### config.mk
export PLATFORM = sky130hd
export DESIGN_NAME = div_ratio_switch_flat
export DESIGN_NICKNAME = d
export VERILOG_FILES = /design/src/rtl/clkdiv_pkg.sv /design/src/rtl/div_ratio_switch_if.sv /design/src/rtl/div_ratio_fsm.sv /design/src/rtl/div_ratio_switch.sv /design/src/flat_wrapper.sv
export SDC_FILE = /design/constraint.sdc
export NUM_CORES = 1
export LEC_CHECK = 0
export ABC_AREA = 1
export BUFFER_PORTS_ARGS = -buffer_cell sky130_fd_sc_hd__buf_4
export CAP_MARGIN = 20
export CORE_ASPECT_RATIO = 0.9
export CORE_MARGIN = 4
export CORE_UTILIZATION = 45
export DETAILED_ROUTE_END_ITERATION = 12
export PLACE_DENSITY = 0.67
export SYNTH_ARGS = -nofsm -noshare
export SYNTH_HDL_FRONTEND = slang
export SYNTH_SLANG_ARGS = --single-unit
### constraint.sdc
create_clock -name clk -period 2.4 [get_ports clk]
set_input_delay 0.12 -clock clk [delete_from_list [all_inputs] [get_ports clk]]
set_output_delay 0.12 -clock clk [all_outputs]
set_load 0.02 [all_outputs]
### src/rtl/clkdiv_pkg.sv
// Shared definitions for the divided-clock ratio switch.
// Holds the ratio-select encodings, the switch FSM state type and the
// helper that turns a ratio select into the counter wrap mask.
package clkdiv_pkg;

    // Ratio select encodings: period is 2^(sel+1) system clocks.
    localparam logic [1:0] SEL_DIV2  = 2'd0;
    localparam logic [1:0] SEL_DIV4  = 2'd1;
    localparam logic [1:0] SEL_DIV8  = 2'd2;
    localparam logic [1:0] SEL_DIV16 = 2'd3;

    typedef enum logic {
        RUN  = 1'b0,
        PEND = 1'b1
    } fsm_state_e;

    // Low sel+1 bits set: the counter value at the last cycle of a period.
    function automatic logic [3:0] wrap_mask(input logic [1:0] sel);
        logic [4:0] full;
        full = (5'd2 << sel) - 5'd1;
        return full[3:0];
    endfunction

endpackage

### src/rtl/div_ratio_switch_if.sv
// Control/status bundle of the divided-clock ratio switch.
//   en, load, sel_in      : driven by the controlling block (master)
//   busy, sel_cur, div_out,
//   tick_rise, tick_fall,
//   load_err              : driven by the divider (slave)
interface div_ratio_switch_if;

    logic       en;
    logic       load;
    logic [1:0] sel_in;
    logic       busy;
    logic [1:0] sel_cur;
    logic       div_out;
    logic       tick_rise;
    logic       tick_fall;
    logic       load_err;

    modport master (
        output en, load, sel_in,
        input  busy, sel_cur, div_out, tick_rise, tick_fall, load_err
    );

    modport slave (
        input  en, load, sel_in,
        output busy, sel_cur, div_out, tick_rise, tick_fall, load_err
    );

endinterface

### src/rtl/div_ratio_fsm.sv
// Ratio-change request tracker for div_ratio_switch.
// Ports:
//   clk, rst_n  : clock, asynchronous active-low reset
//   en_i        : count enable; request state holds while low
//   load_i      : single-cycle request to change ratio
//   sel_i       : requested ratio select, captured on an accepted load
//   wrap_i      : enabled wrap cycle of the current period
//   apply_o     : the pending ratio takes effect at the end of this cycle
//   sel_pend_o  : captured ratio select
//   busy_o      : request pending (registered)
//   load_err_o  : sticky, a load arrived while busy
module div_ratio_fsm
    import clkdiv_pkg::*;
(
    input  logic       clk,
    input  logic       rst_n,
    input  logic       en_i,
    input  logic       load_i,
    input  logic [1:0] sel_i,
    input  logic       wrap_i,
    output logic       apply_o,
    output logic [1:0] sel_pend_o,
    output logic       busy_o,
    output logic       load_err_o
);

    fsm_state_e state_q;
    logic [1:0] sel_pend_q;
    logic       busy_q;
    logic       load_err_q;

    always_ff @(posedge clk or negedge rst_n) begin
        if (!rst_n) begin
            state_q    <= RUN;
            sel_pend_q <= SEL_DIV2;
            busy_q     <= 1'b0;
            load_err_q <= 1'b0;
        end else begin
            // A second request cannot be queued; flag it and drop it.
            if (load_i && busy_q) begin
                load_err_q <= 1'b1;
            end
            if (en_i) begin
                unique case (state_q)
                    RUN: begin
                        // Accepted even on a wrap cycle; it then waits a full period.
                        if (load_i) begin
                            sel_pend_q <= sel_i;
                            state_q    <= PEND;
                            busy_q     <= 1'b1;
                        end
                    end
                    PEND: begin
                        if (wrap_i) begin
                            state_q <= RUN;
                            busy_q  <= 1'b0;
                        end
                    end
                    default: begin
                        state_q <= RUN;
                        busy_q  <= 1'b0;
                    end
                endcase
            end
        end
    end

    assign apply_o    = (state_q == PEND) && wrap_i;
    assign sel_pend_o = sel_pend_q;
    assign busy_o     = busy_q;
    assign load_err_o = load_err_q;

endmodule

### src/rtl/div_ratio_switch.sv
// Programmable divided-clock generator (/2, /4, /8, /16, 50% duty).
// Ratio changes take effect only at the end of the current output period so
// no runt phase is produced. One-cycle rise/fall strobes are provided for use
// as clock enables.
// Ports:
//   clk, rst_n : system clock, asynchronous active-low reset
//   bus        : slave side of div_ratio_switch_if (en/load/sel_in in;
//                busy/sel_cur/div_out/tick_rise/tick_fall/load_err out)
module div_ratio_switch
    import clkdiv_pkg::*;
#(
    parameter logic [1:0] DEFAULT_SEL = SEL_DIV2
) (
    input  logic               clk,
    input  logic               rst_n,
    div_ratio_switch_if.slave  bus
);

    logic [3:0] cnt_q, cnt_d;
    logic [1:0] sel_cur_q, sel_cur_d;
    logic       div_q, div_d;
    logic       tick_rise_q, tick_rise_d;
    logic       tick_fall_q, tick_fall_d;

    logic [3:0] mask_cur;
    logic       wrap;
    logic       apply;
    logic [1:0] sel_pend;
    logic       busy;
    logic       load_err;

    assign mask_cur = wrap_mask(sel_cur_q);
    assign wrap     = bus.en && ((cnt_q & mask_cur) == mask_cur);

    div_ratio_fsm u_fsm (
        .clk        (clk),
        .rst_n      (rst_n),
        .en_i       (bus.en),
        .load_i     (bus.load),
        .sel_i      (bus.sel_in),
        .wrap_i     (wrap),
        .apply_o    (apply),
        .sel_pend_o (sel_pend),
        .busy_o     (busy),
        .load_err_o (load_err)
    );

    always_comb begin
        cnt_d       = cnt_q;
        sel_cur_d   = sel_cur_q;
        div_d       = div_q;
        tick_rise_d = 1'b0;
        tick_fall_d = 1'b0;
        if (bus.en) begin
            if (apply) begin
                sel_cur_d = sel_pend;
            end
            cnt_d = wrap ? 4'd0 : cnt_q + 4'd1;
            // Output bit follows the ratio in effect next cycle, so a switch
            // always starts the new period low.
            div_d       = cnt_d[sel_cur_d];
            tick_rise_d = div_d & ~div_q;
            tick_fall_d = ~div_d & div_q;
        end
    end

    always_ff @(posedge clk or negedge rst_n) begin
        if (!rst_n) begin
            cnt_q       <= 4'd0;
            sel_cur_q   <= DEFAULT_SEL;
            div_q       <= 1'b0;
            tick_rise_q <= 1'b0;
            tick_fall_q <= 1'b0;
        end else begin
            cnt_q       <= cnt_d;
            sel_cur_q   <= sel_cur_d;
            div_q       <= div_d;
            tick_rise_q <= tick_rise_d;
            tick_fall_q <= tick_fall_d;
        end
    end

    assign bus.busy      = busy;
    assign bus.sel_cur   = sel_cur_q;
    assign bus.div_out   = div_q;
    assign bus.tick_rise = tick_rise_q;
    assign bus.tick_fall = tick_fall_q;
    assign bus.load_err  = load_err;

endmodule
### src/flat_wrapper.sv
// flat-port wrapper written by rule: the top's interface ports become plain ports
module div_ratio_switch_flat import clkdiv_pkg::*;
#(
    parameter logic [1:0] DEFAULT_SEL = SEL_DIV2
)
  (clk, rst_n, bus_en, bus_load, bus_sel_in, bus_busy, bus_sel_cur, bus_div_out, bus_tick_rise, bus_tick_fall, bus_load_err);
  div_ratio_switch_if bus_i ();
  input  logic clk;
  input  logic rst_n;
  input wire logic [$bits(bus_i.en)-1:0] bus_en;
  input wire logic [$bits(bus_i.load)-1:0] bus_load;
  input wire logic [$bits(bus_i.sel_in)-1:0] bus_sel_in;
  output wire logic [$bits(bus_i.busy)-1:0] bus_busy;
  output wire logic [$bits(bus_i.sel_cur)-1:0] bus_sel_cur;
  output wire logic [$bits(bus_i.div_out)-1:0] bus_div_out;
  output wire logic [$bits(bus_i.tick_rise)-1:0] bus_tick_rise;
  output wire logic [$bits(bus_i.tick_fall)-1:0] bus_tick_fall;
  output wire logic [$bits(bus_i.load_err)-1:0] bus_load_err;
  assign bus_i.en = bus_en;
  assign bus_i.load = bus_load;
  assign bus_i.sel_in = bus_sel_in;
  assign bus_busy = bus_i.busy;
  assign bus_sel_cur = bus_i.sel_cur;
  assign bus_div_out = bus_i.div_out;
  assign bus_tick_rise = bus_i.tick_rise;
  assign bus_tick_fall = bus_i.tick_fall;
  assign bus_load_err = bus_i.load_err;
  div_ratio_switch #(.DEFAULT_SEL(DEFAULT_SEL)) u_core (.clk(clk), .rst_n(rst_n), .bus(bus_i));
endmodule
==> PnR_summary.wiki, run 1 <==
{| class="wikitable"
! Metric !! Value
|-
| Result of the run || completed
|-
| Buffers added on ports || 12
|-
| Post-layout util || 0.580
|-
| Total power of the final layout || 1.05 mW
|-
| Detailed-route wire length per cell || 11.0 um
|-
| Post-route clock skew || about 0.0033 ns
|-
| Largest stage delay, worst path || between 0.4 and 0.5 ns
|-
| Mean Syn Cell Area || 8.99 um2
|-
| Unrepaired setup endpoints after global routing || false
|-
| Number of setup violations in the final report || 0
|-
| # diodes || 0
|-
| Iteration count of the initial detailed-routing pass || 4
|-
| Sequential fraction of the synthesis area || 0.487
|-
| Leak || 0.425 nW
|-
| Transition time at the pin with the least slew margin || approximately 0.28 ns
|-
| Power per standard cell area || 1220 nW/um2
|-
| Worst Hold Margin || 0.0583 ns
|-
| Aggregate negative setup slack || 0 ns
|-
| Count of mapped cells out of synthesis || 80
|-
| Synth top area share || 0.487
|-
| Clk root buf || sky130_fd_sc_hd__clkbuf_4
|-
| Signal arrival time at the worst endpoint || 1.68 ns
|-
| Maximum vdd ir drop || 0.000693 V
|-
| Max-slew headroom || 0.814
|-
| CTS tree || done
|-
| Library cell with the largest summed area after synthesis || sky130_fd_sc_hd__dfrtp_1
|-
| Count of routing violations after the opening detailed-route iteration || 6
|-
| CP Capture Type || flop
|-
| Number of warnings printed during yosys synthesis || 0
|-
| Buffer and inverter count on the worst path || 0
|-
| Delay-heaviest family, CP || flip-flops
|-
| Die extent in x || 50.1 um
|-
| # rows || 13
|-
| Number of max-slew violations in the final report || 0
|-
| Hold bufs inserted after CTS || 1
|-
| Total overflow reported by the global router || 0
|-
| Number of vias per cell || just under 5
|-
| Max Fanout on Critical Path || 5
|-
| Critical path launch point type || flop
|-
| Dpl hpwl || 1000 um
|-
| Final period demand of the worst path || 1.51 ns
|-
| Critical Setup Path Class || flop to flop
|-
| Number of nets in the final layout || 104
|-
| Worst hold path type || primary input to flop
|-
| Total vias in the final route || 571
|-
| Post-DP Area || 826 um2
|-
| Core region area || roughly 1500 um2
|-
| Postcts setup bufs || 0
|-
| Die Area || 2300 um2
|-
| Overall track demand over capacity in global routing || 0.141
|-
| Number of register bits inferred by synthesis || 14
|-
| Final routed DRC violation total || 0
|-
| Number of filler instances in the final layout || 148
|-
| Clock Pin Slew Worst Setup and Hold Paths || 0.08 ns
|-
| Global-route wire length before repair || 2330 um
|-
| Library cell appearing most often on the critical path || sky130_fd_sc_hd__nand3_1
|-
| Total CTS buffers || 3
|-
| Bufs on Longest Clock Path || 2
|-
| DRT antenna net count || 0
|-
| Cell types occupying the most area after synthesis || sky130_fd_sc_hd__dfrtp_1 (49%), sky130_fd_sc_hd__nand2_1 (11%), sky130_fd_sc_hd__nand2_2 (5.2%)
|-
| Netlist Area Pre-Place || 719 um2
|-
| Post-route fraction of the period consumed by the critical path || 0.628
|-
| Largest net degree at the start of global routing || 15
|-
| Initial antenna violation count || 0
|-
| Source-to-sink clock delay at the later pin of the worst-skew pair || 0.27 ns
|-
| Cell-by-cell listing of the critical path || ha_1, a21boi_0, nand3_1, nand2_1, nand2_2, nand3_1, nor2_1
|-
| Count of instances resized after the clock tree is built || 0
|-
| Die height || 45.9 um
|-
| Number of different library cells in the post-synthesis netlist || 20
|-
| Worst EP required || 2.58 ns
|-
| Max-cap violation count || 0
|-
| CTS sink cnt || 14
|-
| Top-Level Pins || 13
|-
| Cell at the slowest stage of the critical path || sky130_fd_sc_hd__dfrtp_1
|-
| Last weighted congestion value of the routability-driven placer || about 0.80
|-
| Upper clock frequency limit || 663 MHz
|-
| Net count after synthesis || 87
|-
| Layout Area Growth over Synthesis || 19.3%
|-
| Fraction of final layout cells sized beyond drive strength 1 || 0.274
|-
| Via count of the first global-routing pass || 548
|-
| Design Area, Final || 858 um2
|-
| Total detailed-routing wirelength || 1290 um
|-
| Starting density of the core || 0.486
|-
| H-tree depth || 1
|-
| Final Hold Violating Endpoints || 0
|}
[worst paths after layout]
path | start | to | slack (ns) | cells past startpoint
worst max-delay path | u_core.cnt_q[0]$_DFFE_PN0P_ | u_core.bus.tick_fall$_DFF_PN0_ | 0.89 | 7
worst min-delay path | bus_load | u_core.u_fsm.load_err_o$_DFFE_PN0P_ | 0.06 | 2
worst max register to register | u_core.cnt_q[0]$_DFFE_PN0P_ | u_core.bus.tick_fall$_DFF_PN0_ | 0.89 | 7
worst min register to register | u_core.u_fsm.load_err_o$_DFFE_PN0P_ | u_core.u_fsm.load_err_o$_DFFE_PN0P_ | 0.47 | 1
max in group asynchronous | rst_n | u_core.u_fsm.sel_pend_o[1]$_DFFE_PN0P_ | 2.02 | 2
min in group asynchronous | rst_n | u_core.bus.tick_rise$_DFF_PN0_ | 0.21 | 2
[worst register-to-register path, cell delays in order (launching register included)]
cell and delay [ns]:
sky130_fd_sc_hd__dfrtp_1 0.45, sky130_fd_sc_hd__ha_1 0.31, sky130_fd_sc_hd__a21boi_0 0.27, sky130_fd_sc_hd__nand3_1 0.12, sky130_fd_sc_hd__nand2_1 0.09, sky130_fd_sc_hd__nand2_2 0.07, sky130_fd_sc_hd__nand3_1 0.08, sky130_fd_sc_hd__nor2_1 0.04
[flip-flops by register name, indices dropped and copies added, names as in the netlist]
name                     cells
u_core.u_fsm.sel_pend_o      2
u_core.u_fsm.state_q         1
u_core.cnt_q                 4
u_core.u_fsm.busy_o          1
u_core.u_fsm.load_err_o      1
u_core.bus.tick_fall         1
u_core.bus.div_out           1
u_core.bus.tick_rise         1
u_core.bus.sel_cur           2
[cell families (layout without fill, tap and decap cells)]
kind of cell,Yosys count,in the layout,synth area share
buf+inv,11,26,0.0678
xor+xnor,3,3,0.0365
compound gates,11,11,0.115
fa+ha+maj,1,1,0.0174
simple gates,40,40,0.277
flops,14,14,0.487
[cells in the final DEF, fill, tap and decap left out, types with 2 or more instances in the layout]
| cell | synthesis | routed |
|---|---|---|
| sky130_fd_sc_hd__a21oi_1 | 2 | 2 |
| sky130_fd_sc_hd__buf_4 | 0 | 12 |
| sky130_fd_sc_hd__clkbuf_4 | 0 | 3 |
| sky130_fd_sc_hd__dfrtp_1 | 14 | 14 |
| sky130_fd_sc_hd__inv_1 | 9 | 9 |
| sky130_fd_sc_hd__nand2_1 | 22 | 22 |
| sky130_fd_sc_hd__nand2_2 | 6 | 6 |
| sky130_fd_sc_hd__nand3_1 | 4 | 4 |
| sky130_fd_sc_hd__nand4_1 | 2 | 2 |
| sky130_fd_sc_hd__nor2_1 | 3 | 3 |
| sky130_fd_sc_hd__o21ai_0 | 5 | 5 |
| sky130_fd_sc_hd__xor2_1 | 3 | 3 |
[stage by stage]
step	setup slack, ns	cells
after floorplan	1.00	80
after global placement	0.893	113
after detailed placement	0.904	113
after CTS	0.889	117
after global routing	0.708	117
final	0.892	117
[per-layer routing]
| layer | global-route usage | vias up | share of wire |
|---|---|---|---|
| li1 | - | 287 | - |
| met1 | 0.180 | 263 | 0.50 |
| met2 | 0.216 | 17 | 0.42 |
| met5 | 0 | - | 0 |
| met3 | 0.0295 | 4 | 0.060 |
| met4 | 0.0994 | 0 | 0.022 |
[power by group]
group	total, mW	switching (mW)	internal [mW]	leakage [nW]
Clock	0.128	0.0703	0.0581	0.0138
Sequential	0.422	0.0940	0.328	0.172
Combinational	0.498	0.300	0.198	0.239
Total	1.05	0.464	0.584	0.425
[cells in the mapped netlist (all sizes together)]
master	count
dfrtp	14
xor2	3
ha	1
inv	10
nand2	28
nor2	3
a21o	1
a21boi	1
o21ai	6
a21oi	3
buf	1
nand4	2
nand3	6
nand3b	1
[area by class of cell]
class,instances,area [um2],area share
clock buffers,3,22.5,0.0262
inverters,10,37.5,0.0437
multi-input cells,55,320,0.373
flip-flops and latches,14,350,0.408
well taps,22,27.5,0.0321
repair buffers,13,100,0.117
No activity file was read; power rests on OpenSTA's default activity.
==> inputs of run 2 (changes only) <==
- clock period: 2.4 -> 1.45 ns (I/O delays scaled with it)
==> run 2 against run 1 <==
Effect of this change: wire length up 9.3%; combinational power up 91%; power up 76%; final cell count up 5.1%; clock skew up 0.0036 ns; register-to-register slack worse by 0.88 ns; utilization up 3.6 points; die area unchanged; clock power up 68%; count of clock-buffer cells in the layout unchanged.
==> PnR_summary.wiki, run 2 (synthesis results as in run 1) <==
{| class="wikitable"
! Metric !! Value
|-
| Global-route wire length before repair || 2330 um (about the same)
|-
| Last weighted congestion value of the routability-driven placer || 0.742 (was 0.797)
|-
| Final routed DRC violation total || 0 (unchanged)
|-
| Overall track demand over capacity in global routing || 0.136 (was 0.141)
|-
| CTS tree || done (unchanged)
|-
| Via count of the first global-routing pass || 552 (was 548)
|-
| Most common library cell in the layout ignoring fill and taps || sky130_fd_sc_hd__nand2_1 (unchanged)
|-
| Max Fanout on Critical Path || 5 (unchanged)
|-
| Setup slack of the critical path after layout || 0.0151 ns (was 0.892 ns)
|-
| Final Hold Violating Endpoints || 0 (unchanged)
|-
| Switching component of the power || 799 uW (was 464 uW)
|-
| Largest stage delay, worst path || 0.41 ns (was 0.45 ns)
|-
| Iteration count of the initial detailed-routing pass || 4 (unchanged)
|-
| Clk root buf || sky130_fd_sc_hd__clkbuf_4 (unchanged)
|-
| Power per standard cell area || 2030 nW/um2 (was 1220 nW/um2)
|-
| Result of the run || completed (unchanged)
|-
| Layout Area Growth over Synthesis || 26.6% (was 19.3%)
|-
| CP Capture Type || flop (unchanged)
|-
| CTS sink cnt || 14 (unchanged)
|-
| Worst Hold Margin || 0.00450 ns (was 0.0583 ns)
|-
| Number of setup violations in the final report || 0 (unchanged)
|-
| Largest net degree at the start of global routing || 15 (unchanged)
|-
| Delay-heaviest family, CP || simple AND/OR/NAND/NOR gates (was flip-flops)
|-
| Buffers added on ports || 12 (unchanged)
|-
| Critical path launch point type || flop (unchanged)
|-
| DRT antenna net count || 0 (unchanged)
|-
| Max-cap violation count || 0 (unchanged)
|-
| Dpl hpwl || 1040 um (was 1000 um)
|-
| Post-route clock skew || 0.00688 ns (was 0.00327 ns)
|-
| Source-to-sink clock delay at the later pin of the worst-skew pair || 0.28 ns (was 0.27 ns)
|-
| Cell at the slowest stage of the critical path || sky130_fd_sc_hd__dfrtp_1 (unchanged)
|-
| Critical Setup Path Class || flop to flop (unchanged)
|-
| Total power of the final layout || 1.85 mW (was 1.05 mW)
|-
| Cell-internal power || 1.05 mW (was 584 uW)
|-
| Library cell appearing most often on the critical path || sky130_fd_sc_hd__nand2_1 (was sky130_fd_sc_hd__nand3_1)
|-
| Number of max-slew violations in the final report || 0 (unchanged)
|-
| Total CTS buffers || 3 (unchanged)
|-
| Die Area || 2300 um2 (unchanged)
|-
| Count of routing violations after the opening detailed-route iteration || 17 (was 6)
|-
| Number of vias per cell || 4.72 (was 4.88)
|-
| Unrepaired setup endpoints after global routing || true (was false)
|-
| Final period demand of the worst path || 1.43 ns (was 1.51 ns)
|-
| Core region area || 1480 um2 (unchanged)
|-
| Clock network fraction of total power || 0.116 (was 0.123)
|-
| Cell-by-cell listing of the critical path || nand2_2, a21oi_4, nand4_1, nand3b_1, nand2_1, nand2_2, nand2_1, nand2_1, nand2_1 (was ha_1, a21boi_0, nand3_1, nand2_1, nand2_2, nand3_1, nor2_1)
|-
| Die height || 45.9 um (unchanged)
|-
| Top reg by flops || u_core.cnt_q (unchanged)
|-
| Upper clock frequency limit || 697 MHz (was 663 MHz)
|-
| Max reg flops || 4 (unchanged)
|-
| Detailed-route wire length per cell || 11.5 um (was 11.0 um)
|-
| Fraction of final layout cells sized beyond drive strength 1 || 0.327 (was 0.274)
|-
| Post-route fraction of the period consumed by the critical path || 0.990 (was 0.628)
|-
| Proportion of total power due to net switching || 0.432 (was 0.443)
|-
| Total overflow reported by the global router || 0 (unchanged)
|-
| Top-Level Pins || 13 (unchanged)
|-
| Post-placement setup slack || -0.0369 ns (was 0.904 ns)
|-
| Relative contribution of combinational cells to total power || 0.513 (was 0.475)
|-
| Starting density of the core || 0.486 (unchanged)
|-
| Sequential fraction of design power || 0.371 (was 0.403)
|-
| Number of nets in the final layout || 110 (was 104)
|-
| # rows || 13 (unchanged)
|-
| # diodes || 0 (unchanged)
|-
| Bufs on Longest Clock Path || 2 (unchanged)
|-
| Max-slew headroom || 0.782 (was 0.814)
|-
| Leak || 0.456 nW (was 0.425 nW)
|-
| H-tree depth || 1 (unchanged)
|-
| Total vias in the final route || 580 (was 571)
|-
| Worst hold path type || primary input to flop (unchanged)
|-
| Finished Layout Cells || 123 (was 117)
|-
| Initial antenna violation count || 0 (unchanged)
|-
| Total detailed-routing wirelength || 1410 um (was 1290 um)
|-
| Clock Pin Slew Worst Setup and Hold Paths || 0.08 ns (about the same)
|-
| Buffer and inverter count on the worst path || 0 (unchanged)
|-
| Transition time at the pin with the least slew margin || 0.325 ns (was 0.277 ns)
|-
| Placed cells || 115 (was 113)
|-
| Worst EP required || 1.62 ns (was 2.58 ns)
|-
| Most frequent cells in the layout || sky130_fd_sc_hd__nand2_1 (20), sky130_fd_sc_hd__buf_4 (17), sky130_fd_sc_hd__dfrtp_1 (14) (was sky130_fd_sc_hd__nand2_1 (22), sky130_fd_sc_hd__dfrtp_1 (14), sky130_fd_sc_hd__buf_4 (12))
|-
| Maximum vdd ir drop || 0.00106 V (was 0.000693 V)
|-
| Die extent in x || 50.1 um (unchanged)
|-
| Signal arrival time at the worst endpoint || 1.60 ns (was 1.68 ns)
|}
-- run 2: what timing repair did --
item / 4_1_cts / 5_1_grt
hold buffers: 1 / 1
setup endpoints to repair: 3 / 3
pin swaps: 1 / 4
gates resized for setup: 2 / 1
setup buffers: 2 / 1
hold endpoints to repair: 14 / 1
-- run 2: metrics by stage --
stage / utilization / TNS [ns] / area [um2]
2_1_floorplan: - / 0 / 719
3_3_place_gp: 0.568 / -0.0712 / 841
3_5_place_dp: 0.568 / -0.0924 / 841
4_1_cts: 0.602 / 0 / 891
5_1_grt: 0.615 / -0.331 / 911
6_report: 0.615 / 0 / 911
-- run 2: worst paths after layout --
check                                                    startpoint                                endpoint  slack (ns)  cells after the start
worst max-delay path                    u_core.cnt_q[1]$_DFFE_PN0P_          u_core.bus.div_out$_DFFE_PN0P_        0.02                      9
worst min-delay path                                  bus_sel_in[1]  u_core.u_fsm.sel_pend_o[1]$_DFFE_PN0P_       0.005                      3
worst max register to register          u_core.cnt_q[1]$_DFFE_PN0P_          u_core.bus.div_out$_DFFE_PN0P_        0.02                      9
worst min register to register  u_core.u_fsm.load_err_o$_DFFE_PN0P_     u_core.u_fsm.load_err_o$_DFFE_PN0P_        0.48                      1
max in group asynchronous                                     rst_n             u_core.cnt_q[1]$_DFFE_PN0P_        1.09                      2
min in group asynchronous                                     rst_n     u_core.u_fsm.load_err_o$_DFFE_PN0P_        0.19                      2
-- run 2: power by group through the flow --
stage	Combinational, mW	Clock, mW	Sequential (mW)
6_report	0.949	0.215	0.685
5_1_grt	1.05	0.245	0.709
4_1_cts	0.922	0.220	0.682
3_5_place_dp	0.870	0	0.693
3_3_place_gp	0.853	0	0.693
2_1_floorplan	0.525	0	0.759
-- run 2: worst reg2reg max path, cell delays in order, from the launching register on --
cell and delay, ns:
sky130_fd_sc_hd__dfrtp_1 0.41, sky130_fd_sc_hd__nand2_2 0.09, sky130_fd_sc_hd__a21oi_4 0.22, sky130_fd_sc_hd__nand4_1 0.19, sky130_fd_sc_hd__nand3b_1 0.13, sky130_fd_sc_hd__nand2_1 0.07
sky130_fd_sc_hd__nand2_2 0.08, sky130_fd_sc_hd__nand2_1 0.05, sky130_fd_sc_hd__nand2_1 0.05, sky130_fd_sc_hd__nand2_1 0.05
-- run 2: cell type report --
type / instances / area, um2
Clock buffer: 3 / 22.5
Inverter: 10 / 37.5
Timing Repair Buffer: 19 / 148
Tap cell: 22 / 27.5
Multi-Input combinational cell: 55 / 325
Sequential cell: 14 / 350
Fill cell: 124 / 569
-- run 2: per-layer routing --
| metal | GRT usage | wire length (um) | up-vias |
|---|---|---|---|
| met4 | 0.0497 | 13 | 0 |
| li1 | - | - | 302 |
| met2 | 0.214 | 624 | 14 |
| met3 | 0.0328 | 76 | 3 |
| met5 | 0 | 0 | - |
| met1 | 0.183 | 695 | 261 |
